**src/rtl/decode_queue.sv**
```systemverilog
// decode_queue: credit-tracked FIFO between fetch responses and decode; flush kills queued and in-flight entries.
// Define DECODE_QUEUE_BYPASS_EN to present a live response on an empty queue in the same cycle.
module decode_queue #(
  parameter int DEPTH = 4,
  parameter int MEM_LAT = 2,
  parameter int EXC_W = 8
) (
  input  logic                         clk,
  input  logic                         rst,
  input  logic                         clk_en,
  input  logic                         halt,
  input  logic                         flush,
  input  logic                         in_valid,
  input  logic [31:0]                  in_instr,
  input  logic [31:0]                  in_pc,
  input  logic [EXC_W-1:0]             in_exc,
  input  logic                         out_ready,
  output logic                         out_valid,
  output logic [31:0]                  out_instr,
  output logic [31:0]                  out_pc,
  output logic [EXC_W-1:0]             out_exc,
  output logic                         fetch_stall,
  output logic [$clog2(DEPTH+1)-1:0]   count,
  output logic                         overflow_err
);
  localparam int PW = $clog2(DEPTH);
  localparam int CW = $clog2(DEPTH+1);
  logic [31:0] instr_q [DEPTH];
  logic [31:0] pc_q [DEPTH];
  logic [EXC_W-1:0] exc_q [DEPTH];
  logic [PW-1:0] wr_q, wr_d, rd_q, rd_d;
  logic [CW-1:0] cnt_q, cnt_d;
  logic [MEM_LAT-1:0] iss_q, iss_d, live_q, live_d;
  logic ovf_q, ovf_d;
  logic active, accept, byp, has, push, pop, full, wr_en;
  logic [CW:0] inflight;
  assign active = clk_en && !halt;
  assign accept = in_valid && iss_q[MEM_LAT-1] && live_q[MEM_LAT-1];
  assign has = cnt_q != '0;
`ifdef DECODE_QUEUE_BYPASS_EN
  assign byp = accept && !has && out_ready;
`else
  assign byp = 1'b0;
`endif
  assign push = accept && !byp;
  assign pop = has && out_ready;
  assign full = cnt_q == CW'(DEPTH);
  // a full queue still accepts a push when the head leaves in the same cycle
  assign wr_en = active && !flush && push && (!full || pop);
  always_comb begin
    inflight = '0;
    for (int i = 0; i < MEM_LAT; i++) inflight = inflight + (CW+1)'(iss_q[i]);
  end
  // killed issues keep their credit until they drain out of the tracker
  assign fetch_stall = ({1'b0, cnt_q} + inflight) >= (CW+1)'(DEPTH);
  always_comb begin
    iss_d = iss_q;
    live_d = live_q;
    wr_d = wr_q;
    rd_d = rd_q;
    cnt_d = cnt_q;
    ovf_d = ovf_q;
    if (active) begin
      for (int i = MEM_LAT-1; i > 0; i--) begin
        iss_d[i] = iss_q[i-1];
        live_d[i] = live_q[i-1] && !flush;
      end
      iss_d[0] = !fetch_stall;
      live_d[0] = !flush;
      if (flush) begin
        wr_d = '0;
        rd_d = '0;
        cnt_d = '0;
      end else begin
        wr_d = wr_en ? wr_q + PW'(1) : wr_q;
        rd_d = pop ? rd_q + PW'(1) : rd_q;
        cnt_d = (wr_en && !pop) ? cnt_q + CW'(1) : (pop && !wr_en) ? cnt_q - CW'(1) : cnt_q;
        ovf_d = ovf_q || (push && full && !pop);
      end
    end
  end
  always_ff @(posedge clk) begin
    if (rst) begin
      iss_q <= '0;
      live_q <= '0;
      wr_q <= '0;
      rd_q <= '0;
      cnt_q <= '0;
      ovf_q <= 1'b0;
    end else begin
      iss_q <= iss_d;
      live_q <= live_d;
      wr_q <= wr_d;
      rd_q <= rd_d;
      cnt_q <= cnt_d;
      ovf_q <= ovf_d;
    end
  end
  always_ff @(posedge clk) begin
    if (wr_en && !rst) begin
      instr_q[wr_q] <= in_instr;
      pc_q[wr_q] <= in_pc;
      exc_q[wr_q] <= in_exc;
    end
  end
  always_comb begin
    out_valid = has || byp;
    out_instr = byp ? in_instr : has ? instr_q[rd_q] : '0;
    out_pc = byp ? in_pc : has ? pc_q[rd_q] : '0;
    out_exc = byp ? in_exc : has ? exc_q[rd_q] : '0;
  end
  assign count = cnt_q;
  assign overflow_err = ovf_q;
endmodule

```
**config.mk**
```make
export PLATFORM = sky130hd
export DESIGN_NAME = decode_queue
export DESIGN_NICKNAME = d
export VERILOG_FILES = /design/src/rtl/decode_queue.sv
export SDC_FILE = /design/constraint.sdc
export NUM_CORES = 1
export LEC_CHECK = 0
export CORE_UTILIZATION = 35
export DETAILED_ROUTE_END_ITERATION = 8
export GPL_TIMING_DRIVEN = 0
export SYNTH_ARGS = -nofsm -noshare
export SYNTH_HDL_FRONTEND = slang
export SYNTH_SLANG_ARGS = --single-unit
```
**constraint.sdc**
```tcl
create_clock -name clk -period 8.8 [get_ports clk]
set_clock_uncertainty 0.1 [all_clocks]
set_input_delay 1.76 -clock clk [delete_from_list [all_inputs] [get_ports clk]]
set_output_delay 1.76 -clock clk [all_outputs]
set_load 0.05 [all_outputs]
```
; Word level (Yosys, flattened, before mapping)
; Memory sizes are Yosys's and may differ from the RTL's. A register that Yosys moved wholly into a read port is not among the register bits.
; Index checks and enable logic that the tools add are counted.
[op_classes]
n_addsub = 6
n_mux = 18
n_eq_ne = 1
n_reduce_logical = 30
n_lt_le_gt_ge = 1
bitwise_logic = 1
[ops]
columns = cell, count
row1 = $mux W32, 2
row2 = $mux W2, 10
row3 = $logic_and A1 B1 Y1, 13
row4 = $mux W3, 3
row5 = $mux W8, 1
row6 = $reduce_and A2 Y1, 4
row7 = $logic_not A1 Y1, 7
row8 = $reduce_bool A3 Y1, 2
row9 = $add A2 B1 Y2 const B, 2
row10 = $add A3 B2 Y4, 1
row11 = $ge A4 B3 Y1 const B, 1
row12 = $reduce_bool A2 Y1, 2
row13 = $add A3 B1 Y3 const B, 1
row14 = $eq A3 B3 Y1 const B, 1
row15 = $sub A3 B1 Y3 const B, 1
row16 = $add A1 B1 Y2, 1
row17 = $logic_or A1 B1 Y1, 2
row18 = $mux W1, 2
row19 = $not A1 Y1, 1
[word_totals]
reg_bits = 12
out_inout_bits = 78
ram_bits = 288
mem_count = 3
[mem_list]
columns = memory, words, width, rd, rd_clocked_by_memory_dff, wr, line
row1 = instr_q, 4, 32, 1, 1, 1, 28  ; logic [31:0] instr_q [DEPTH];
row2 = pc_q, 4, 32, 1, 1, 1, 29  ; logic [31:0] pc_q [DEPTH];
row3 = exc_q, 4, 8, 1, 1, 1, 30  ; logic [EXC_W-1:0] exc_q [DEPTH];

; Logic depth before layout (Yosys ltp)
[depth]
word_depth = 10
depth_mapped = 7

; Worst setup path before layout
; No wires, ideal clock.
[synth_path]
path_type = input port to flip-flop
start = input port flush
end = memory exc_q[0][0], enable pin
required_ps = 8262
path_buffers = 1
t_arrival_ps = 4387
setup_slack_ps = 3875
stages = 4
cell_sequence = or3b_1 -> buf_6 -> nor4_1 -> and2_1
[synth_via]
elab_chain_len = 7
[synth_lines]
columns = element, line
row1 = from (decl), 12  ; input logic flush,
row2 = $logic_not A1 Y1, 49  ; assign wr_en = active && !flush && push && (!full || pop);
row3 = $logic_and A1 B1 Y1 (3 in series), 49
row4 = $logic_and A1 B1 Y1, 100  ; if (wr_en && !rst) begin
row5 = $mux W1, 100
row6 = $mux W1 (not written as such), 103  ; exc_q[wr_q] <= in_exc;
row7 = to (decl), 30
; No other way between the ends.

; Final worst setup path
[layout_path]
start = register cnt_q[0] (netlist: count[0])
end = output port out_instr[10]
[layout_via]
elab_chain_len = 2
[layout_lines]
columns = element, line
row1 = from (decl), 32  ; logic [CW-1:0] cnt_q, cnt_d;
row2 = from (signal assigned), 95  ; cnt_q <= cnt_d;
row3 = $reduce_bool A3 Y1, 39  ; assign has = cnt_q != '0;
row4 = $mux W32, 108  ; out_instr = byp ? in_instr : has ? instr_q[rd_q] : '0;
row5 = to (decl), 19  ; output logic [31:0] out_instr,
; No other way between the ends.

==> impl_results.md <==
* Final Hold Vio Count at 0
* Critical path arrival at 3380 ps
* Antenna-violating nets left at 0
* Critical-path top delay cell: clkdlybuf4s50_1
* FILL cells at 2789
* Die Area at 0.0340 mm²
* Final setup margin at 3560 ps
* CP Capture Type: output port
* Hold path start: live_q[1]$_SDFFE_PP0N_
* Die X-Extent at 184 µm
* Starting DRT DRC Count at 321
* Cell Area, Synth at 0.0117 mm²
* # Max-Cap Violations at 0
* Synth-to-Final Area Change at 28.3%
* Max stage delay on crit path at 830 ps
* Status: complete, no violations
* Final net count at 834
* Drt total wl at 23.8 mm
* DRC viols at 0
* Initial antenna violation count at 1
* Syn. warnings at 0
* Initial Util at 35.7%
* First-pass GRT wire length at 36.4 mm
* DRT Pass-1 Iters at 4
* I/O Pins at 157
* Post-CTS Setup Inserts at 0
* Synth Register Bits at 302
* Post-synth EDFFs at 288
* Post-Route Setup TNS at 0 ps
* Most frequent cells after synthesis: edfxtp_1, and2_1, mux4_2
* Buf+Inv Stages, Crit Path at 3
* Crit path time final at 5240 ps
* Pwr dens at 198 mW/mm²
* Vias in the first global route at 6192
* Crit-path cells: or3_1 > clkbuf_1 > clkbuf_1 > and2_1 > clkdlybuf4s50_1
* Hold_buf cts at 0
* Maximum vdd ir drop at 154 µV
* Overflow after GRT at 0
* Ys async rst share at 0%
* Sequential share of the synthesized area at 76.6%
* Slew @ Worst Pin at 756 ps
* Worst path top cell family by delay: buffers and inverters
* Pin count of the biggest net entering global routing at 51
* Max Fclk at 191 MHz
* Slew margin rel. at 49.6%
* Clock sink total at 302
* Count leader, synth: edfxtp_1
* GR Util All Layers at 14.3%
* RR Startpoint: count[2]$_SDFFE_PP0P_
* Worst hold path type: register to register
* CP required at 6940 ps
* Cell mode on critical path: clkbuf_1
* CP startpoint: count[0]$_SDFFE_PP0P_
* Critical path startpoint category: register
* Layout cells sized above 1 at 18.0%
* # port buffers at 156
* Root buffer cell: clkbuf_16
* Max-slew violations at 0
* CTS tree: built
* Via/cell ratio at 4.81
* RD Place Congestion at 0.773
* Total number of vias at 5859
* Clk buf depth at 3
* Clk Latency, worst-skew pair at 490 ps
* WHS at 372 ps
* # rows at 66
* Avg Inst Size Synth at 21.1 µm²
* CTS Buf Count at 34
* Post-DP HPWL at 14.3 mm
* Lkg Pwr at 4.63 nW
* DR WL/cell at 19.5 µm
* Synth unique cells at 42
* Final setup violation count at 0
* CTS H-Tree Depth at 2
* Main flop type after synthesis: edfxtp_1
* Post-Syn Nets at 638
* Synth Instances at 553
* Clock transition at path regs at 60 ps
* Final period utilization at 59.6%
* Core box area at 0.0326 mm²
* Worst-path maximum fanout at 10
* Post-CTS resize count at 0
* Share of Yosys cell area claimed by the top area cell type at 74.2%
* Worst setup path class: register to output port
* Most area-consuming cells after synthesis: edfxtp_1, mux4_2, and2_1, dfxtp_1, clkbuf_1
* Chip height at 184 µm
* Area leader, netlist: edfxtp_1
* RSZ-0062 raised after global routing: no
* Setup WS pre-CTS at 3810 ps
## worst reg2reg max path, delay by kind of cell (launching register included)
kind	cells	cell delay, ps
flip-flops	1	510
buffers and inverters	1	130
AO/OA/AOI/OAI	2	370
AND/OR/NAND/NOR	3	1100
adder cells (fa/ha/maj)	1	380
## metal layers
layer  track usage [%]  routed length (µm)
met1              19.3               10500
met2              23.0               11300
met3              3.60                1460
met4              4.03                 505
met5                 0                   0
## cell type report
| class | instances | area (µm²) | share of cell area, % |
|---|---|---|---|
| Buffer | 27 | 118 | 0.787 |
| Inverter | 5 | 18.8 | 0.126 |
| Timing Repair Buffer | 160 | 1670 | 11.2 |
| Clock buffer | 41 | 941 | 6.29 |
| Clock inverter | 20 | 119 | 0.795 |
| Sequential cell | 302 | 8930 | 59.7 |
| Antenna cell | 1 | 2.50 | 0.0167 |
| Tap cell | 442 | 553 | 3.70 |
| Multi-Input combinational cell | 219 | 2600 | 17.4 |
## cell usage in the layout (no fill, tap or decap), types with 4 or more instances in the layout
cell type | Yosys | final
nor2_1 | 4 | 4
clkdlybuf4s50_1 | 0 | 156
clkinv_2 | 0 | 5
clkbuf_1 | 19 | 23
nand4_1 | 4 | 4
a21oi_1 | 12 | 12
buf_2 | 7 | 7
ha_1 | 5 | 5
clkinv_1 | 0 | 11
inv_1 | 5 | 5
clkbuf_16 | 0 | 37
o21ai_0 | 6 | 6
and2_4 | 0 | 4
dfxtp_1 | 14 | 14
mux4_2 | 72 | 72
nand2_1 | 8 | 8
edfxtp_1 | 288 | 288
buf_16 | 0 | 4
and2_1 | 76 | 72
## state kept, by name (all words and copies together), names as in the netlist, named ones only
| name | count |
|---|---|
| instr_q | 128 |
| pc_q | 128 |
| exc_q | 32 |
| count | 3 |
| iss_q | 2 |
| live_q | 2 |
| rd_q | 2 |
| wr_q | 2 |
| overflow_err | 1 |
## kinds of logic after synthesis
kind of cell | share of synthesized area [%]
and+or+nand+nor | 5.73
adders and majority gates | 0.709
buffers and inverters | 1.17
muxes | 13.9
DFF | 76.6
AOI/OAI and AO/OA | 1.84
## final timing paths
path                            endpoint  cells after the start  slack [ps]
setup / recovery           out_instr[10]                      5        3560
setup reg to reg   count[2]$_SDFFE_PP0P_                      7        6150
hold / removal    live_q[1]$_SDFFE_PP0N_                      2         370
hold reg to reg   live_q[1]$_SDFFE_PP0N_                      2         370
## where the power goes
group | switching [mW] | leakage, nW | internal, mW | total [mW]
clock network | 0.536 | 0.512 | 0.788 | 1.32
logic | 0.0230 | 1.42 | 0.0329 | 0.0560
registers | 0.000427 | 2.70 | 1.57 | 1.57
## metrics by stage
stage	power, mW	cell area (µm²)	utilization (%)	cells
6_report	2.95	14900	45.8	1217
5_1_grt	3.05	14900	45.8	1216
4_1_cts	2.99	14900	45.8	1216
3_5_place_dp	1.66	13900	42.6	1155
3_3_place_gp	1.66	13800	42.2	1151
2_1_floorplan	1.61	11700	-	553
No activity file was read; power rests on OpenSTA's default activity.
